## src/rtl/dsky_serial_rx_pkg.sv

```systemverilog
// Shared definitions for the DSKY serial receiver: sync byte, register indices,
// FSM state encodings and the packet checksum.
package dsky_serial_rx_pkg;

  localparam logic [7:0]  DSKY_SYNC_BYTE = 8'hA5;
  localparam int unsigned DSKY_NUM_REGS  = 5;

  typedef enum logic [2:0] {
    VERB    = 3'd0,
    NOUN    = 3'd1,
    MTIME   = 3'd2,
    APOGEE  = 3'd3,
    PERIGEE = 3'd4
  } dsky_reg_idx_t;

  typedef logic [1:0] uart_state_t;
  localparam uart_state_t U_IDLE  = 2'd0;
  localparam uart_state_t U_START = 2'd1;
  localparam uart_state_t U_DATA  = 2'd2;
  localparam uart_state_t U_STOP  = 2'd3;

  typedef logic [2:0] parser_state_t;
  localparam parser_state_t P_SYNC = 3'd0;
  localparam parser_state_t P_IDX  = 3'd1;
  localparam parser_state_t P_HI   = 3'd2;
  localparam parser_state_t P_LO   = 3'd3;
  localparam parser_state_t P_CK   = 3'd4;

  // 8-bit XOR of the index, hi and lo bytes of a packet
  function automatic logic [7:0] dsky_cksum(input logic [2:0] idx,
                                            input logic [6:0] hi,
                                            input logic [7:0] lo);
    return {5'd0, idx} ^ {1'b0, hi} ^ lo;
  endfunction

endpackage

```

## src/rtl/uart_rx_byte.sv

```systemverilog
// 8N1 UART byte receiver with a 2-flop input synchronizer.
// Emits one-cycle byte_valid or frame_err pulses at the stop-bit sample.
module uart_rx_byte
  import dsky_serial_rx_pkg::*;
#(
  parameter int unsigned CLKS_PER_BIT = 434
) (
  input  logic       clock,
  input  logic       reset_n,
  input  logic       rx,
  output logic [7:0] rx_data,
  output logic       byte_valid,
  output logic       frame_err
);

  localparam int unsigned CW = (CLKS_PER_BIT > 1) ? $clog2(CLKS_PER_BIT) : 1;

  logic              r_sync1;
  logic              r_rx_s;
  uart_state_t       r_state;
  logic [CW-1:0]     r_cnt;
  logic [2:0]        r_bit;
  logic [7:0]        r_shift;
  logic              r_valid;
  logic              r_ferr;

  uart_state_t       w_state_nxt;
  logic [CW-1:0]     w_cnt_nxt;
  logic [2:0]        w_bit_nxt;
  logic [7:0]        w_shift_nxt;
  logic              w_valid_nxt;
  logic              w_ferr_nxt;

  assign rx_data    = r_shift;
  assign byte_valid = r_valid;
  assign frame_err  = r_ferr;

  always_ff @(posedge clock or negedge reset_n) begin
    if (!reset_n) begin
      r_sync1 <= 1'b1;
      r_rx_s  <= 1'b1;
      r_state <= U_IDLE;
      r_cnt   <= '0;
      r_bit   <= '0;
      r_shift <= '0;
      r_valid <= 1'b0;
      r_ferr  <= 1'b0;
    end else begin
      r_sync1 <= rx;
      r_rx_s  <= r_sync1;
      r_state <= w_state_nxt;
      r_cnt   <= w_cnt_nxt;
      r_bit   <= w_bit_nxt;
      r_shift <= w_shift_nxt;
      r_valid <= w_valid_nxt;
      r_ferr  <= w_ferr_nxt;
    end
  end

  always_comb begin
    w_state_nxt = r_state;
    w_cnt_nxt   = r_cnt;
    w_bit_nxt   = r_bit;
    w_shift_nxt = r_shift;
    w_valid_nxt = 1'b0;
    w_ferr_nxt  = 1'b0;
    case (r_state)
      U_IDLE: begin
        if (!r_rx_s) begin
          w_cnt_nxt   = CW'(CLKS_PER_BIT / 2);
          w_state_nxt = U_START;
        end
      end
      U_START: begin
        if (r_cnt == CW'(0)) begin
          // A start bit that has gone high again by mid-bit is line noise
          if (r_rx_s) begin
            w_state_nxt = U_IDLE;
          end else begin
            w_cnt_nxt   = CW'(CLKS_PER_BIT - 1);
            w_bit_nxt   = 3'd0;
            w_state_nxt = U_DATA;
          end
        end else begin
          w_cnt_nxt = r_cnt - CW'(1);
        end
      end
      U_DATA: begin
        if (r_cnt == CW'(0)) begin
          w_shift_nxt = {r_rx_s, r_shift[7:1]};
          w_cnt_nxt   = CW'(CLKS_PER_BIT - 1);
          if (r_bit == 3'd7) begin
            w_state_nxt = U_STOP;
          end else begin
            w_bit_nxt = r_bit + 3'd1;
          end
        end else begin
          w_cnt_nxt = r_cnt - CW'(1);
        end
      end
      U_STOP: begin
        if (r_cnt == CW'(0)) begin
          w_valid_nxt = r_rx_s;
          w_ferr_nxt  = !r_rx_s;
          w_state_nxt = U_IDLE;
        end else begin
          w_cnt_nxt = r_cnt - CW'(1);
        end
      end
      default: w_state_nxt = U_IDLE;
    endcase
  end

endmodule

```

## src/rtl/dsky_serial_rx.sv

```systemverilog
// DSKY serial front end: parses A5/idx/hi/lo/ck packets from the UART byte
// stream and holds the five 15-bit CPU input registers.
module dsky_serial_rx
  import dsky_serial_rx_pkg::*;
#(
  parameter int unsigned CLKS_PER_BIT = 434,
  parameter int unsigned TIMEOUT_CLKS = 17360
) (
  input  logic        clock,
  input  logic        reset_n,
  input  logic        rx,
  output logic [14:0] dsky_verb,
  output logic [14:0] dsky_noun,
  output logic [14:0] mission_time,
  output logic [14:0] apogee,
  output logic [14:0] perigee,
  output logic        pkt_valid,
  output logic [2:0]  pkt_idx,
  output logic        frame_err,
  output logic        pkt_err
);

  localparam int unsigned TW = (TIMEOUT_CLKS > 1) ? $clog2(TIMEOUT_CLKS) : 1;

  logic [7:0]     w_data;
  logic           w_byte_valid;
  logic           w_frame_err;

  parser_state_t  r_pstate;
  dsky_reg_idx_t  r_idx;
  logic [6:0]     r_hi;
  logic [7:0]     r_lo;
  logic [TW-1:0]  r_timer;
  logic [14:0]    r_regs [DSKY_NUM_REGS];
  logic           r_pkt_valid;
  logic [2:0]     r_pkt_idx;
  logic           r_pkt_err;

  parser_state_t  w_pstate_nxt;
  dsky_reg_idx_t  w_idx_nxt;
  logic [6:0]     w_hi_nxt;
  logic [7:0]     w_lo_nxt;
  logic [TW-1:0]  w_timer_nxt;
  logic [14:0]    w_regs_nxt [DSKY_NUM_REGS];
  logic           w_pkt_valid_nxt;
  logic [2:0]     w_pkt_idx_nxt;
  logic           w_pkt_err_nxt;

  uart_rx_byte #(
    .CLKS_PER_BIT (CLKS_PER_BIT)
  ) u_uart (
    .clock      (clock),
    .reset_n    (reset_n),
    .rx         (rx),
    .rx_data    (w_data),
    .byte_valid (w_byte_valid),
    .frame_err  (w_frame_err)
  );

  assign dsky_verb    = r_regs[0];
  assign dsky_noun    = r_regs[1];
  assign mission_time = r_regs[2];
  assign apogee       = r_regs[3];
  assign perigee      = r_regs[4];
  assign pkt_valid    = r_pkt_valid;
  assign pkt_idx      = r_pkt_idx;
  assign pkt_err      = r_pkt_err;
  assign frame_err    = w_frame_err;

  always_ff @(posedge clock or negedge reset_n) begin
    if (!reset_n) begin
      r_pstate    <= P_SYNC;
      r_idx       <= VERB;
      r_hi        <= '0;
      r_lo        <= '0;
      r_timer     <= '0;
      r_pkt_valid <= 1'b0;
      r_pkt_idx   <= '0;
      r_pkt_err   <= 1'b0;
      for (int i = 0; i < int'(DSKY_NUM_REGS); i++) r_regs[i] <= '0;
    end else begin
      r_pstate    <= w_pstate_nxt;
      r_idx       <= w_idx_nxt;
      r_hi        <= w_hi_nxt;
      r_lo        <= w_lo_nxt;
      r_timer     <= w_timer_nxt;
      r_pkt_valid <= w_pkt_valid_nxt;
      r_pkt_idx   <= w_pkt_idx_nxt;
      r_pkt_err   <= w_pkt_err_nxt;
      r_regs      <= w_regs_nxt;
    end
  end

  // Frame error beats everything; otherwise a byte advances the parser,
  // and with no byte the inter-byte timer runs while a packet is open.
  always_comb begin
    w_pstate_nxt    = r_pstate;
    w_idx_nxt       = r_idx;
    w_hi_nxt        = r_hi;
    w_lo_nxt        = r_lo;
    w_timer_nxt     = r_timer;
    w_regs_nxt      = r_regs;
    w_pkt_valid_nxt = 1'b0;
    w_pkt_idx_nxt   = r_pkt_idx;
    w_pkt_err_nxt   = 1'b0;
    if (w_frame_err) begin
      w_pstate_nxt = P_SYNC;
      w_timer_nxt  = '0;
    end else if (w_byte_valid) begin
      w_timer_nxt = '0;
      case (r_pstate)
        P_SYNC: begin
          if (w_data == DSKY_SYNC_BYTE) w_pstate_nxt = P_IDX;
        end
        P_IDX: begin
          if (w_data < 8'(DSKY_NUM_REGS)) begin
            w_idx_nxt    = dsky_reg_idx_t'(w_data[2:0]);
            w_pstate_nxt = P_HI;
          end else begin
            w_pkt_err_nxt = 1'b1;
            w_pstate_nxt  = P_SYNC;
          end
        end
        P_HI: begin
          if (w_data[7]) begin
            w_pkt_err_nxt = 1'b1;
            w_pstate_nxt  = P_SYNC;
          end else begin
            w_hi_nxt     = w_data[6:0];
            w_pstate_nxt = P_LO;
          end
        end
        P_LO: begin
          w_lo_nxt     = w_data;
          w_pstate_nxt = P_CK;
        end
        P_CK: begin
          if (w_data == dsky_cksum(r_idx, r_hi, r_lo)) begin
            w_regs_nxt[r_idx] = {r_hi, r_lo};
            w_pkt_valid_nxt   = 1'b1;
            w_pkt_idx_nxt     = r_idx;
          end else begin
            w_pkt_err_nxt = 1'b1;
          end
          w_pstate_nxt = P_SYNC;
        end
        default: w_pstate_nxt = P_SYNC;
      endcase
    end else if (r_pstate != P_SYNC) begin
      if (r_timer == TW'(TIMEOUT_CLKS - 1)) begin
        w_pkt_err_nxt = 1'b1;
        w_pstate_nxt  = P_SYNC;
        w_timer_nxt   = '0;
      end else begin
        w_timer_nxt = r_timer + TW'(1);
      end
    end
  end

endmodule

```

## config.mk

```make
export PLATFORM = sky130hd
export DESIGN_NAME = dsky_serial_rx
export DESIGN_NICKNAME = d
export VERILOG_FILES = /design/src/rtl/dsky_serial_rx_pkg.sv /design/src/rtl/uart_rx_byte.sv /design/src/rtl/dsky_serial_rx.sv
export SDC_FILE = /design/constraint.sdc
export NUM_CORES = 1
export LEC_CHECK = 0
export CORE_UTILIZATION = 30
export DETAILED_ROUTE_END_ITERATION = 7
export GPL_TIMING_DRIVEN = 0
export PLACE_DENSITY_LB_ADDON = 0.08
export SYNTH_ARGS = -nofsm -noshare
export SYNTH_HDL_FRONTEND = slang
export SYNTH_SLANG_ARGS = --single-unit
```

## constraint.sdc

```tcl
create_clock -name clock -period 2.6 [get_ports clock]
set_input_delay 0.26 -clock clock [delete_from_list [all_inputs] [get_ports clock]]
set_output_delay 0.26 -clock clock [all_outputs]
set_load 0.05 [all_outputs]
```

==> metrics.yaml <==
critical_path:
  critical_path.cell_chain: "or4_1 -> clkbuf_1 -> or3_1 -> a211oi_1 -> nand3_1 -> o21ai_0"
  path_buf_inv: 1
  start_kind: "register"
  cp-end-kind: "register"
  worstPathMaxFanout: 6
  cpMaxStageDelayCell: "a211oi_1"
  cpPeakStageDelay_ps: 550
  required_ps: 2930
  arrival_ps: 2810
  critPathTopFamily: "simple AND/OR/NAND/NOR gates"
  critical_path_class: "reg2reg"
run:
  cap_violations: 0
die:
  start_util_pct: 30.7
  core_area_um2: 20300
  placementRows: 52
  fp.dieH_um: 146
  ioPinCount: 84
  die_area_um2: 21300
  die_w_um: 146
cts:
  cts_sinks: 142
  clk_path_buf_depth: 2
  clkTransAtPathRegs_ps: 60
  htreeDepth: 4
  cts_root_buf: "clkbuf_16"
  clkLatencyLatePin_ps: 420
  cts_tree: "built"
  numCtsBuffers: 17
timing:
  max_freq_mhz: 403
  period_needed_ps: 2480
  hold_viol: 0
  worst_pin_slew_ps: 672
  setup_viol: 0
  skew_ps: 7.92
  rsz0062_at_grt: "false"
  fin_ws_ps: 119
  finalCritPeriodShare_pct: 95.4
  whs_ps: 250
  slew_headroom_pct: 54.9
  drv_slew: 0
pwr:
  power.leakage_nw: 3.75
  power_frac_seq_pct: 44.8
  power.density_nw_per_um2: 608
  power_frac_comb_pct: 1.1
  power.internal_mw: 3.94
  p_switching_mw: 1.00
  swShare_pct: 20.3
  p_clk_share_pct: 54.1
  ir_drop_mv: 0.420
synth:
  syn_inst: 479
  ys_types: 51
  syn-num-nets: 491
  syn_area_um2: 6230
  synth.top_cell.area_share_pct: 56.2
  ys_warn_count: 0
  synth_flop_cell: "dfrtp_1"
  synth.ff_latch_count: 142
  syn_area_per_cell_um2: 13.0
  synth-async-reset-ratio_pct: 100
  yosysTopAreaCell: "dfrtp_1"
  synth_edf_count: 0
  synth_area_leaders: "dfrtp_1, mux2_2, xnor2_1"
  seq_area_frac_synth_pct: 57.1
global_route:
  grt_pass1_wl_um: 22900
  grt_usage_pct: 14.0
  first_global_vias: 4160
  antenna_found_initial: 0
  grt_max_degree: 78
  grt_overflow: 0
route:
  drtAntennaViolNets: 0
  firstDrtPassIters: 4
  routed_wl_um: 14100
  vias_per_cell: 4.72
  num_vias: 4092
  wl_per_cell_um: 16.3
  drt_first_iter_violations: 230
  drc_errors: 0
place:
  gp_congestion: 0.788
  hpwl_um: 9410
  place_area_um2: 7430
  dp_cells: 833
  io_buffer_count: 83
  place_ws_ps: -128
finish:
  fin_nets: 596
  stdcell_area_um2: 8120
  fin_cells: 867
  antenna_cells: 0
  n_fill_cell: 1940
  area_growth_pct: 30.4
  drive_gt1_share_pct: 26.8
min_path:
  hp-class: "in2reg"
run_status:
  outcome: "finished clean"
==> cells by family (layout without fill, tap and decap cells) <==
group,count (synthesis),after routing,share of synthesized area (%)
compound gates,50,50,5.20
xor+xnor,32,32,4.50
fa+ha+maj,9,9,1.81
buf+inv,28,146,2.03
flops,142,142,57.1
mux,106,106,19.1
simple gates,112,112,10.3
==> final timing paths <==
path	start	endpoint	slack [ps]	cells past startpoint
max reg2reg	u_uart.r_cnt[6]	u_uart.r_bit[1]	120	6
max in group asynchronous	reset_n	u_uart.r_sync1	1350	3
max	u_uart.r_cnt[6]	u_uart.r_bit[1]	120	6
min in group asynchronous	reset_n	r_timer[8]	400	2
min reg2reg	u_uart.r_sync1	u_uart.r_rx_s	360	0
min	rx	u_uart.r_sync1	250	1
==> Yosys cell counts, types with 3 or more instances <==
cell and instances:
xor2_1 10, or3_1 7, nor2_1 28, or2_2 3, ha_1 9, clkbuf_1 9, nor3_1 9, nand3_1 11
mux2_2 104, and4_1 3, nand4_1 5, a22o_1 3, inv_1 13, nand2_1 21, o21ai_0 15, o31ai_1 5
o41ai_1 5, xnor2_1 22, dfrtp_1 140, a21oi_1 10, and3_1 4, o21a_1 3
==> registers in the layout, summed over array words and instances (netlist names), 3 cells and up, named ones only <==
name            count
r_idx               3
mission_time       15
dsky_noun          15
r_pstate            3
pkt_idx             3
u_uart.r_cnt        9
r_hi                7
perigee            15
u_uart.r_bit        3
r_timer            15
apogee             15
r_lo                8
u_uart.rx_data      8
dsky_verb          15
==> metrics by stage <==
stage	power, mW	util (%)	TNS, ps
2_1_floorplan	2.26	-	0
3_3_place_gp	2.31	36.4	-653960
3_5_place_dp	2.31	36.6	-3860
4_1_cts	5.02	39.9	0
5_1_grt	5.13	40.0	0
6_report	4.94	40.0	0
==> power groups by stage <==
stage,Combinational (mW),Clock [mW],Sequential [mW]
3_5_place_dp,0.0572,0,2.26
4_1_cts,0.0584,2.75,2.21
3_3_place_gp,0.0504,0,2.26
2_1_floorplan,0.00181,0,2.25
5_1_grt,0.0650,2.85,2.21
6_report,0.0540,2.67,2.22
==> worst reg2reg max path: cells and delay by family (launching register included) <==
| kind | cells | cell delay (ps) |
|---|---|---|
| buf+inv | 1 | 200 |
| flops | 1 | 400 |
| simple gates | 3 | 1130 |
| compound gates | 2 | 650 |
==> cell type report <==
cell class	instances	area, um2	area share, %
buffer	14	78.8	0.970
clock buffer	20	437	5.38
clock inverter	12	210	2.59
inverter	13	48.8	0.601
multi-input combinational	309	2570	31.6
sequential	142	3560	43.8
tap	270	338	4.16
timing repair buffer	87	885	10.9
==> cells in the final DEF (no fill, tap or decap), drive strengths merged, types with 2 or more instances in the layout <==
cell type,count
dfstp,2
or2,3
o31ai,5
o21a,3
mux2,104
nand3,13
bufinv,5
and3,4
nor3,9
mux2i,2
buf,8
nand2b,2
dfrtp,140
nor4b,2
ha,9
nand2,21
o41ai,5
a21oi,10
inv,15
o21ai,15
xnor2,22
or3,7
clkinv,5
clkbuf,30
nand4,7
xor2,10
a211oi,2
a22o,3
and4,3
clkdlybuf4s50,82
and2,2
nor2,28
or4,2
nor4,3
==> what timing repair did <==
| action | in CTS | in global routing |
|---|---|---|
| resized for setup | 0 | 6 |
| pin swaps | 2 | 0 |
| endpoints found under the hold margin | 65 | 0 |
| buffers inserted | 2 | 0 |
| setup endpoints to repair | 50 | 64 |
| hold buffers | 1 | 0 |
==> metal layers <==
metal	GRT usage, %	vias up	wire (um)
li1	-	1934	-
met1	19.2	2040	6890
met2	21.2	98	6330
met3	3.81	20	649
met4	5.16	0	227
met5	0	-	0
(Power assumes the default switching activity.)
